--- src/rtl/lsu.sv ---
// Load/store unit: req/gnt/rvalid data-bus master with one registered writeback per instruction.
// Optional misaligned-access fault: define LSU_MISALIGN_CHECK_EN.
module lsu #(
  parameter int unsigned TIMEOUT_CYCLES = 64
) (
  input  logic        clk,
  input  logic        rst_i,
  input  logic        ex_valid_i,
  output logic        ex_ready_o,
  input  logic        ex_load_i,
  input  logic        ex_store_i,
  input  logic [2:0]  ex_funct3_i,
  input  logic [31:0] ex_addr_i,
  input  logic [31:0] ex_wdata_i,
  input  logic [4:0]  ex_rd_i,
  output logic        mem_req_o,
  output logic        mem_we_o,
  output logic [3:0]  mem_be_o,
  output logic [31:0] mem_addr_o,
  output logic [31:0] mem_wdata_o,
  input  logic        mem_gnt_i,
  input  logic        mem_rvalid_i,
  input  logic [31:0] mem_rdata_i,
  output logic        wb_valid_o,
  input  logic        wb_ready_i,
  output logic        wb_we_o,
  output logic [4:0]  wb_rd_o,
  output logic [31:0] wb_data_o,
  output logic        wb_err_o
);

  localparam int unsigned CNT_W = $clog2(TIMEOUT_CYCLES + 1);

  localparam logic [1:0] IDLE = 2'd0;
  localparam logic [1:0] REQ  = 2'd1;
  localparam logic [1:0] WAIT = 2'd2;
  localparam logic [1:0] DONE = 2'd3;

  logic [1:0]       state_q, state_d;
  logic [2:0]       f3_q, f3_d;
  logic [1:0]       lo_q, lo_d;
  logic [4:0]       rd_q, rd_d;
  logic [CNT_W-1:0] cnt_q, cnt_d;

  logic        ex_ready_d, mem_req_d, mem_we_d, wb_valid_d, wb_we_d, wb_err_d;
  logic [3:0]  mem_be_d;
  logic [31:0] mem_addr_d, mem_wdata_d, wb_data_d;
  logic [4:0]  wb_rd_d;

  // Request-side decode of the incoming instruction
  logic        ex_is_mem, ex_is_store, ex_misalign;
  logic [3:0]  ex_be;
  logic [31:0] ex_wrep;

  always_comb begin
    ex_is_mem   = ex_load_i | ex_store_i;
    ex_is_store = ex_store_i & ~ex_load_i;
    unique case (ex_funct3_i[1:0])
      2'b00: begin
        ex_be    = 4'b0001 << ex_addr_i[1:0];
        ex_wrep  = {4{ex_wdata_i[7:0]}};
        ex_misalign = 1'b0;
      end
      2'b01: begin
        ex_be    = 4'b0011 << {ex_addr_i[1], 1'b0};
        ex_wrep  = {2{ex_wdata_i[15:0]}};
        ex_misalign = ex_addr_i[0];
      end
      default: begin
        ex_be    = 4'b1111;
        ex_wrep  = ex_wdata_i;
        ex_misalign = (ex_addr_i[1:0] != 2'b00);
      end
    endcase
  end

  // Load lane extraction and sign/zero extension
  logic [7:0]  rd_byte;
  logic [15:0] rd_half;
  logic [31:0] load_data;

  always_comb begin
    rd_byte = 8'(mem_rdata_i >> {lo_q, 3'b000});
    rd_half = lo_q[1] ? mem_rdata_i[31:16] : mem_rdata_i[15:0];
    unique case (f3_q[1:0])
      2'b00:   load_data = f3_q[2] ? {24'd0, rd_byte} : {{24{rd_byte[7]}}, rd_byte};
      2'b01:   load_data = f3_q[2] ? {16'd0, rd_half} : {{16{rd_half[15]}}, rd_half};
      default: load_data = mem_rdata_i;
    endcase
  end

  // Next-state and next-output logic
  always_comb begin
    state_d     = state_q;
    f3_d        = f3_q;
    lo_d        = lo_q;
    rd_d        = rd_q;
    cnt_d       = cnt_q;
    ex_ready_d  = ex_ready_o;
    mem_req_d   = mem_req_o;
    mem_we_d    = mem_we_o;
    mem_be_d    = mem_be_o;
    mem_addr_d  = mem_addr_o;
    mem_wdata_d = mem_wdata_o;
    wb_valid_d  = wb_valid_o;
    wb_we_d     = wb_we_o;
    wb_rd_d     = wb_rd_o;
    wb_data_d   = wb_data_o;
    wb_err_d    = wb_err_o;

    unique case (state_q)
      IDLE: begin
        if (ex_valid_i) begin
          f3_d       = ex_funct3_i;
          lo_d       = ex_addr_i[1:0];
          rd_d       = ex_rd_i;
          wb_rd_d    = ex_rd_i;
          ex_ready_d = 1'b0;
          if (!ex_is_mem) begin
            state_d    = DONE;
            wb_valid_d = 1'b1;
            wb_we_d    = (ex_rd_i != 5'd0);
            wb_data_d  = ex_addr_i;
            wb_err_d   = 1'b0;
`ifdef LSU_MISALIGN_CHECK_EN
          end else if (ex_misalign) begin
            state_d    = DONE;
            wb_valid_d = 1'b1;
            wb_we_d    = 1'b0;
            wb_data_d  = 32'd0;
            wb_err_d   = 1'b1;
`endif
          end else begin
            state_d     = REQ;
            mem_req_d   = 1'b1;
            mem_we_d    = ex_is_store;
            mem_addr_d  = {ex_addr_i[31:2], 2'b00};
            mem_be_d    = ex_is_store ? ex_be : 4'b0000;
            mem_wdata_d = ex_is_store ? ex_wrep : 32'd0;
          end
        end
      end
      REQ: begin
        if (mem_gnt_i) begin
          mem_req_d = 1'b0;
          cnt_d     = '0;
          if (mem_we_o) begin
            state_d    = DONE;
            wb_valid_d = 1'b1;
            wb_we_d    = 1'b0;
            wb_data_d  = 32'd0;
            wb_err_d   = 1'b0;
          end else begin
            state_d = WAIT;
          end
        end
      end
      WAIT: begin
        if (mem_rvalid_i) begin
          state_d    = DONE;
          wb_valid_d = 1'b1;
          wb_we_d    = (rd_q != 5'd0);
          wb_data_d  = load_data;
          wb_err_d   = 1'b0;
        end else if (cnt_q == CNT_W'(TIMEOUT_CYCLES - 1)) begin
          state_d    = DONE;
          cnt_d      = cnt_q + CNT_W'(1);
          wb_valid_d = 1'b1;
          wb_we_d    = 1'b0;
          wb_data_d  = 32'd0;
          wb_err_d   = 1'b1;
        end else begin
          cnt_d = cnt_q + CNT_W'(1);
        end
      end
      default: begin
        if (wb_ready_i) begin
          state_d    = IDLE;
          wb_valid_d = 1'b0;
          ex_ready_d = 1'b1;
        end
      end
    endcase
  end

  always_ff @(posedge clk or posedge rst_i) begin
    if (rst_i) begin
      state_q     <= IDLE;
      f3_q        <= 3'd0;
      lo_q        <= 2'd0;
      rd_q        <= 5'd0;
      cnt_q       <= '0;
      ex_ready_o  <= 1'b1;
      mem_req_o   <= 1'b0;
      mem_we_o    <= 1'b0;
      mem_be_o    <= 4'd0;
      mem_addr_o  <= 32'd0;
      mem_wdata_o <= 32'd0;
      wb_valid_o  <= 1'b0;
      wb_we_o     <= 1'b0;
      wb_rd_o     <= 5'd0;
      wb_data_o   <= 32'd0;
      wb_err_o    <= 1'b0;
    end else begin
      state_q     <= state_d;
      f3_q        <= f3_d;
      lo_q        <= lo_d;
      rd_q        <= rd_d;
      cnt_q       <= cnt_d;
      ex_ready_o  <= ex_ready_d;
      mem_req_o   <= mem_req_d;
      mem_we_o    <= mem_we_d;
      mem_be_o    <= mem_be_d;
      mem_addr_o  <= mem_addr_d;
      mem_wdata_o <= mem_wdata_d;
      wb_valid_o  <= wb_valid_d;
      wb_we_o     <= wb_we_d;
      wb_rd_o     <= wb_rd_d;
      wb_data_o   <= wb_data_d;
      wb_err_o    <= wb_err_d;
    end
  end

endmodule
--- config.mk ---
export PLATFORM = sky130hd
export DESIGN_NAME = lsu
export DESIGN_NICKNAME = d
export VERILOG_FILES = /design/src/rtl/lsu.sv
export SDC_FILE = /design/constraint.sdc
export NUM_CORES = 1
export LEC_CHECK = 0
export ABC_CLOCK_PERIOD_IN_PS = 4700
export BUFFER_PORTS_ARGS = -buffer_cell sky130_fd_sc_hd__buf_2
export CORE_MARGIN = 4
export CORE_UTILIZATION = 33
export DETAILED_ROUTE_END_ITERATION = 12
export PLACE_DENSITY = 0.65
export SLEW_MARGIN = 20
export SYNTH_ARGS = -nofsm -noshare
export SYNTH_HDL_FRONTEND = slang
export SYNTH_SLANG_ARGS = --single-unit
--- constraint.sdc ---
create_clock -name clk -period 4.7 [get_ports clk]
set_input_delay 0.235 -clock clk [delete_from_list [all_inputs] [get_ports clk]]
set_output_delay 0.235 -clock clk [all_outputs]
set_load 0.05 [all_outputs]
# Yosys cells after proc, flatten, opt, wreduce, memory -nomap -nowiden
# Index checks and enable logic that the tools add are counted.
[word_totals]
latchBits = 0
inputBits = 112
mem_bits_ro = 0
regBits = 123
mem_count = 0
word_cells = 106
ram_bits = 0
[classes]
n_mul = 0
n_addsub = 1
n_shift = 3
div_mod_pow = 0
n_lt_le_gt_ge = 0
n_reduce_logical = 19
bitwise_logic = 4
n_eq_ne = 12
mux = 52
[op_table]
columns = ["cell", "count"]
rows = [
  ["$mux W32", 9],
  ["$pmux W32 S2", 2],
  ["$pmux W32 S3", 1],
  ["$shr A32 B5 Y8", 1],
  ["$mux W1", 22],
  ["$mux W16", 1],
  ["$mux W7", 2],
  ["$pmux W7 S2", 1],
  ["$mux W2", 6],
  ["$ne A2 B2 Y1 const B", 6],
  ["$reduce_and A6 Y1", 2],
  ["$reduce_bool A5 Y1", 2],
  ["$pmux W1 S3", 3],
  ["$reduce_and A3 Y1", 3],
  ["$pmux W4 S2", 1],
  ["$reduce_and A4 Y1", 2],
  ["$add A7 B1 Y7 const B", 1],
  ["$eq A7 B6 Y1 const B", 1],
  ["$eq A2 B1 Y1 const B", 3],
  ["$logic_not A2 Y1", 3],
  ["$pmux W2 S3", 1],
  ["$reduce_bool A2 Y1", 3],
  ["$mux W4", 1],
  ["$pmux W1 S2", 2],
  ["11 further kinds", 12],
]

# Depth between registers and ports, before layout
[depth]
word_depth = 5
ltp_mapped = 10
mapped_depth_nobuf = 7

# Least setup slack after synthesis
# OpenSTA, ideal clock, no wires.
[synth_path]
kind = "flip-flop to flip-flop"
startpoint = "register state_q[0]"
endpoint = "register mem_addr_o[2]"
period_less_slack_ns = 2.030
n_path_buf = 3
arrival_ns = 1.906
setup_slack_ns = 2.670
t_required_ns = 4.575
path_stages_with_launch = 9
cell_sequence = "dfrtp_1 > inv_1 > ha_1 > buf_2 > nand2_1 > or2_2 > clkbuf_1 > clkbuf_1 > mux2_2"
[synth_via]
elab_chain_len = 2
[synth_lines]
columns = ["element", "line", "text"]
rows = [
  ["from (decl)", "39", "logic [1:0] state_q, state_d;"],
  ["from (signal assigned)", "205", "state_q <= state_d;"],
  ["$logic_not A2 Y1", "111", "unique case (state_q)"],
  ["$reduce_and A3 Y1 (no source line)", "--", ""],
  ["to (signal assigned)", "214", "mem_addr_o <= mem_addr_d;"],
  ["to (decl)", "19", "output logic [31:0] mem_addr_o,"],
]
# No other way between the ends.
# A chain may end at the register's enable or synchronous reset.

# Worst setup path after layout
[layout_path]
startpoint = "register state_q[0]"
endpoint = "register mem_addr_o[4]"
# Same word-level chain as after synthesis.

==> metrics.md <==
| Metric | Value |
|---|---|
| Row count | 48 |
| Crit path launch | state_q[0] |
| Setup crit start kind | flop |
| Die Ht | 142 um |
| Number of port buffers | 220 |
| Post-route ant nets | 0 |
| Clock Skews | 0.00826 ns |
| Post-Place Cells | between 1000 and 1500 |
| Vias in the first global route | 5329 |
| Hold crit path type | in2reg |
| Yosys reg bits | between 100 and 150 |
| Drt initial violations | 303 |
| Worst hold slack | approximately 0.068 ns |
| Via/cell ratio | 5.08 |
| Area grow syn2layout | 31.5% |
| DRC violations left | 0 |
| Floorplan Core Area | 17500 um^2 |
| Clk_lat worst skew | around 0.41 ns |
| Crit path capture | mem_addr_o[4] |
| Fillers | roughly 1700 |
| Share of the synthesized area in the top cell type | 51.2% |
| RSZ-0062 raised after global routing | no |
| IO Pins | approximately 220 |
| Clock root cell | clkbuf_16 |
| GP Congestion | 0.821 |
| Warnings from Yosys | 0 |
| VDD IR max | 0.524 mV |
| Leak | 3.83 nW |
| H-tree depth | 4 |
| Share of cells above drive strength 1 | 35.5% |
| Period utilization | 57.5% |
| R2r worst-path depth | 5 |
| Max Transition Viols Final | 0 |
| CP Capture Type | flop |
| WP data required | roughly 5.0 ns |
| Number of setup buffers added after CTS | 0 |
| Final Critical Period | around 2.7 ns |
| First-pass GRT wire length | 29500 um |
| Hold Vio Cnt, Final | 0 |
| Setup TNS | 0 ns |
| Die X | between 100 and 150 um |
| Highest clock rate | ~370 MHz |
| Total power | 7.07 mW |
| R2r startpoint | state_q[0] |
| Mean post-synth cell area | 9.93 um^2 |
| Post-synth EDFFs | 0 |
| Least-Margin Pin Slew | 1.03 ns |
| TritonRoute pass-1 iters | 4 |
| Most common cell after layout, fill and taps aside | buf_2 |
| Synth Instances | 600 |
| Top FF cell, synth | dfrtp_1 |
| Synth async-reset ratio | 100% |
| Clk slew on worst S/H paths | 0.05 ns |
| Final Non-Filler Cells | 1039 |
| Status | completed |
| CP Data Arrival Time | 2.99 ns |
| Routed Wire Length | 18500 um |
| Final setup violation count | 0 |
| Tot GR Track Use | between 15 and 20% |
| Hold buffers post-CTS | 1 |
| Resized cells post-CTS | 0 |
| Final nets | 918 |
| Max Fanout on Critical Path | 91 |
| Grt ovf | 0 |
| Most frequent cells in the layout | 220 x buf_2, 121 x dfrtp_1, 75 x nand2_1 |
| Largest net degree at the start of global routing | 92 |
| Synth top area cells | dfrtp_1 51%, o21ai_0 6.0%, mux2_2 4.7%, nand2_1 4.7%, o221ai_1 3.4% |
| Vias | 5276 |
| Sequential share of the synthesized area | 51.7% |
| Max transition margin | a little under a third |
| R2R setup slack | ~2 ns |
| Antenna violations before repair | 3 |
| Max Root-Sink Buffers | 2 |
| Clock Sinks | 123 |
| Pwr per Cell Area | approximately 900 nW/um^2 |
| Max_cap viols | 0 |
| Crit Path Category | reg2reg |
| Mapped Area | 5960 um^2 |
| Yosys top cell by area | dfrtp_1 |
| CTS Buf Count | 17 |
| RR Endpoint | mem_addr_o[4] |
| Starting Density | 34.1% |
| CTS tree | done |
| Routed length per instance | 17.9 um |
| Die ar. | 20300 um^2 |
| Post-synth cell types | 48 |
| DP HPWL | 13500 um |
==> Yosys cell counts (5+ instances only) <==
cell,n
a21oi_1,39
a22o_1,12
a2bb2oi_1,6
a31oi_1,9
buf_2,9
clkbuf_1,31
dfrtp_1,122
ha_1,5
inv_1,31
mux2_2,25
mux2i_1,18
nand2_1,75
nor2_1,24
nor2b_1,19
o211ai_1,6
o21a_1,23
o21ai_0,71
o221ai_1,23
==> how the worst min path moves through the flow <==
stage | from | to | slack, ns | cells past startpoint
6_report | ex_funct3_i[2] | f3_q[2] | 0.07 | 2
5_1_grt | ex_rd_i[1] | rd_q[1] | 0.05 | 2
4_1_cts | ex_funct3_i[2] | f3_q[2] | 0.04 | 2
3_5_place_dp | rst_i | rd_q[3] | 0.42 | 2
3_3_place_gp | rst_i | rd_q[4] | 0.42 | 2
2_1_floorplan | ex_wdata_i[0] | mem_wdata_o[0] | 0.37 | 1
==> layer usage <==
layer	track usage [%]	up-vias	part of all wire [%]
li1	-	2537	-
met1	25.0	2504	44
met2	28.9	214	46
met3	5.95	19	8.8
met4	4.55	2	1.4
met5	0	-	0.065
==> critical path, cell delays in order (launching register included) <==
cell and delay, ns:
dfrtp_1 0.39, inv_1 0.08, ha_1 0.31, nand2_1 0.50
or2_4 0.87, mux2_2 0.42
==> final cells by class <==
type / instances / area, um^2 / share of cell area, %
Timing Repair Buffer: 225 / 1140 / 14.6
Clock inverter: 7 / 114 / 1.45
Tap cell: 225 / 282 / 3.59
Clock buffer: 23 / 488 / 6.23
Inverter: 32 / 125 / 1.60
Antenna cell: 2 / 5.00 / 0.0639
Multi-Input combinational cell: 402 / 2600 / 33.2
Sequential cell: 123 / 3080 / 39.3
==> kinds of logic (layout without fill, tap and decap cells) <==
kind of cell             count (synthesis)  count (layout)  synth area share [%]
buffers and inverters                   76             287                  5.23
other                                    1               4                0.0629
adder cells (fa/ha/maj)                  5               5                  1.05
AO/OA/AOI/OAI                          205             205                  22.1
flip-flops                             123             123                  51.7
AND/OR/NAND/NOR                        140             140                  10.6
XOR/XNOR                                 5               5                 0.735
multiplexers                            45              45                  8.50
==> state kept, by name (all words and copies together), names as in the netlist <==
signal / cells
mem_wdata_o: 32
wb_data_o: 32
mem_addr_o: 30
cnt_q: 7
rd_q: 5
mem_be_o: 4
f3_q: 3
lo_q: 2
state_q: 2
ex_ready_o: 1
mem_req_o: 1
mem_we_o: 1
wb_err_o: 1
wb_valid_o: 1
wb_we_o: 1
==> metrics by stage <==
step	worst slack, ns	area (um^2)	utilization, %
5_1_grt	1.77	7840	44.8
3_5_place_dp	1.83	7200	41.2
2_1_floorplan	1.20	5960	-
3_3_place_gp	1.84	7200	41.2
4_1_cts	1.83	7820	44.7
6_report	2.00	7840	44.8
==> report_power, final <==
group	switching [mW]	total, mW	leakage, nW	internal, mW
logic	2.73	3.76	2.00	1.03
clock network	0.468	1.35	0.299	0.883
registers	0.391	1.96	1.53	1.57
total	3.59	7.07	3.83	3.48
No activity file was read; power rests on OpenSTA's default activity.
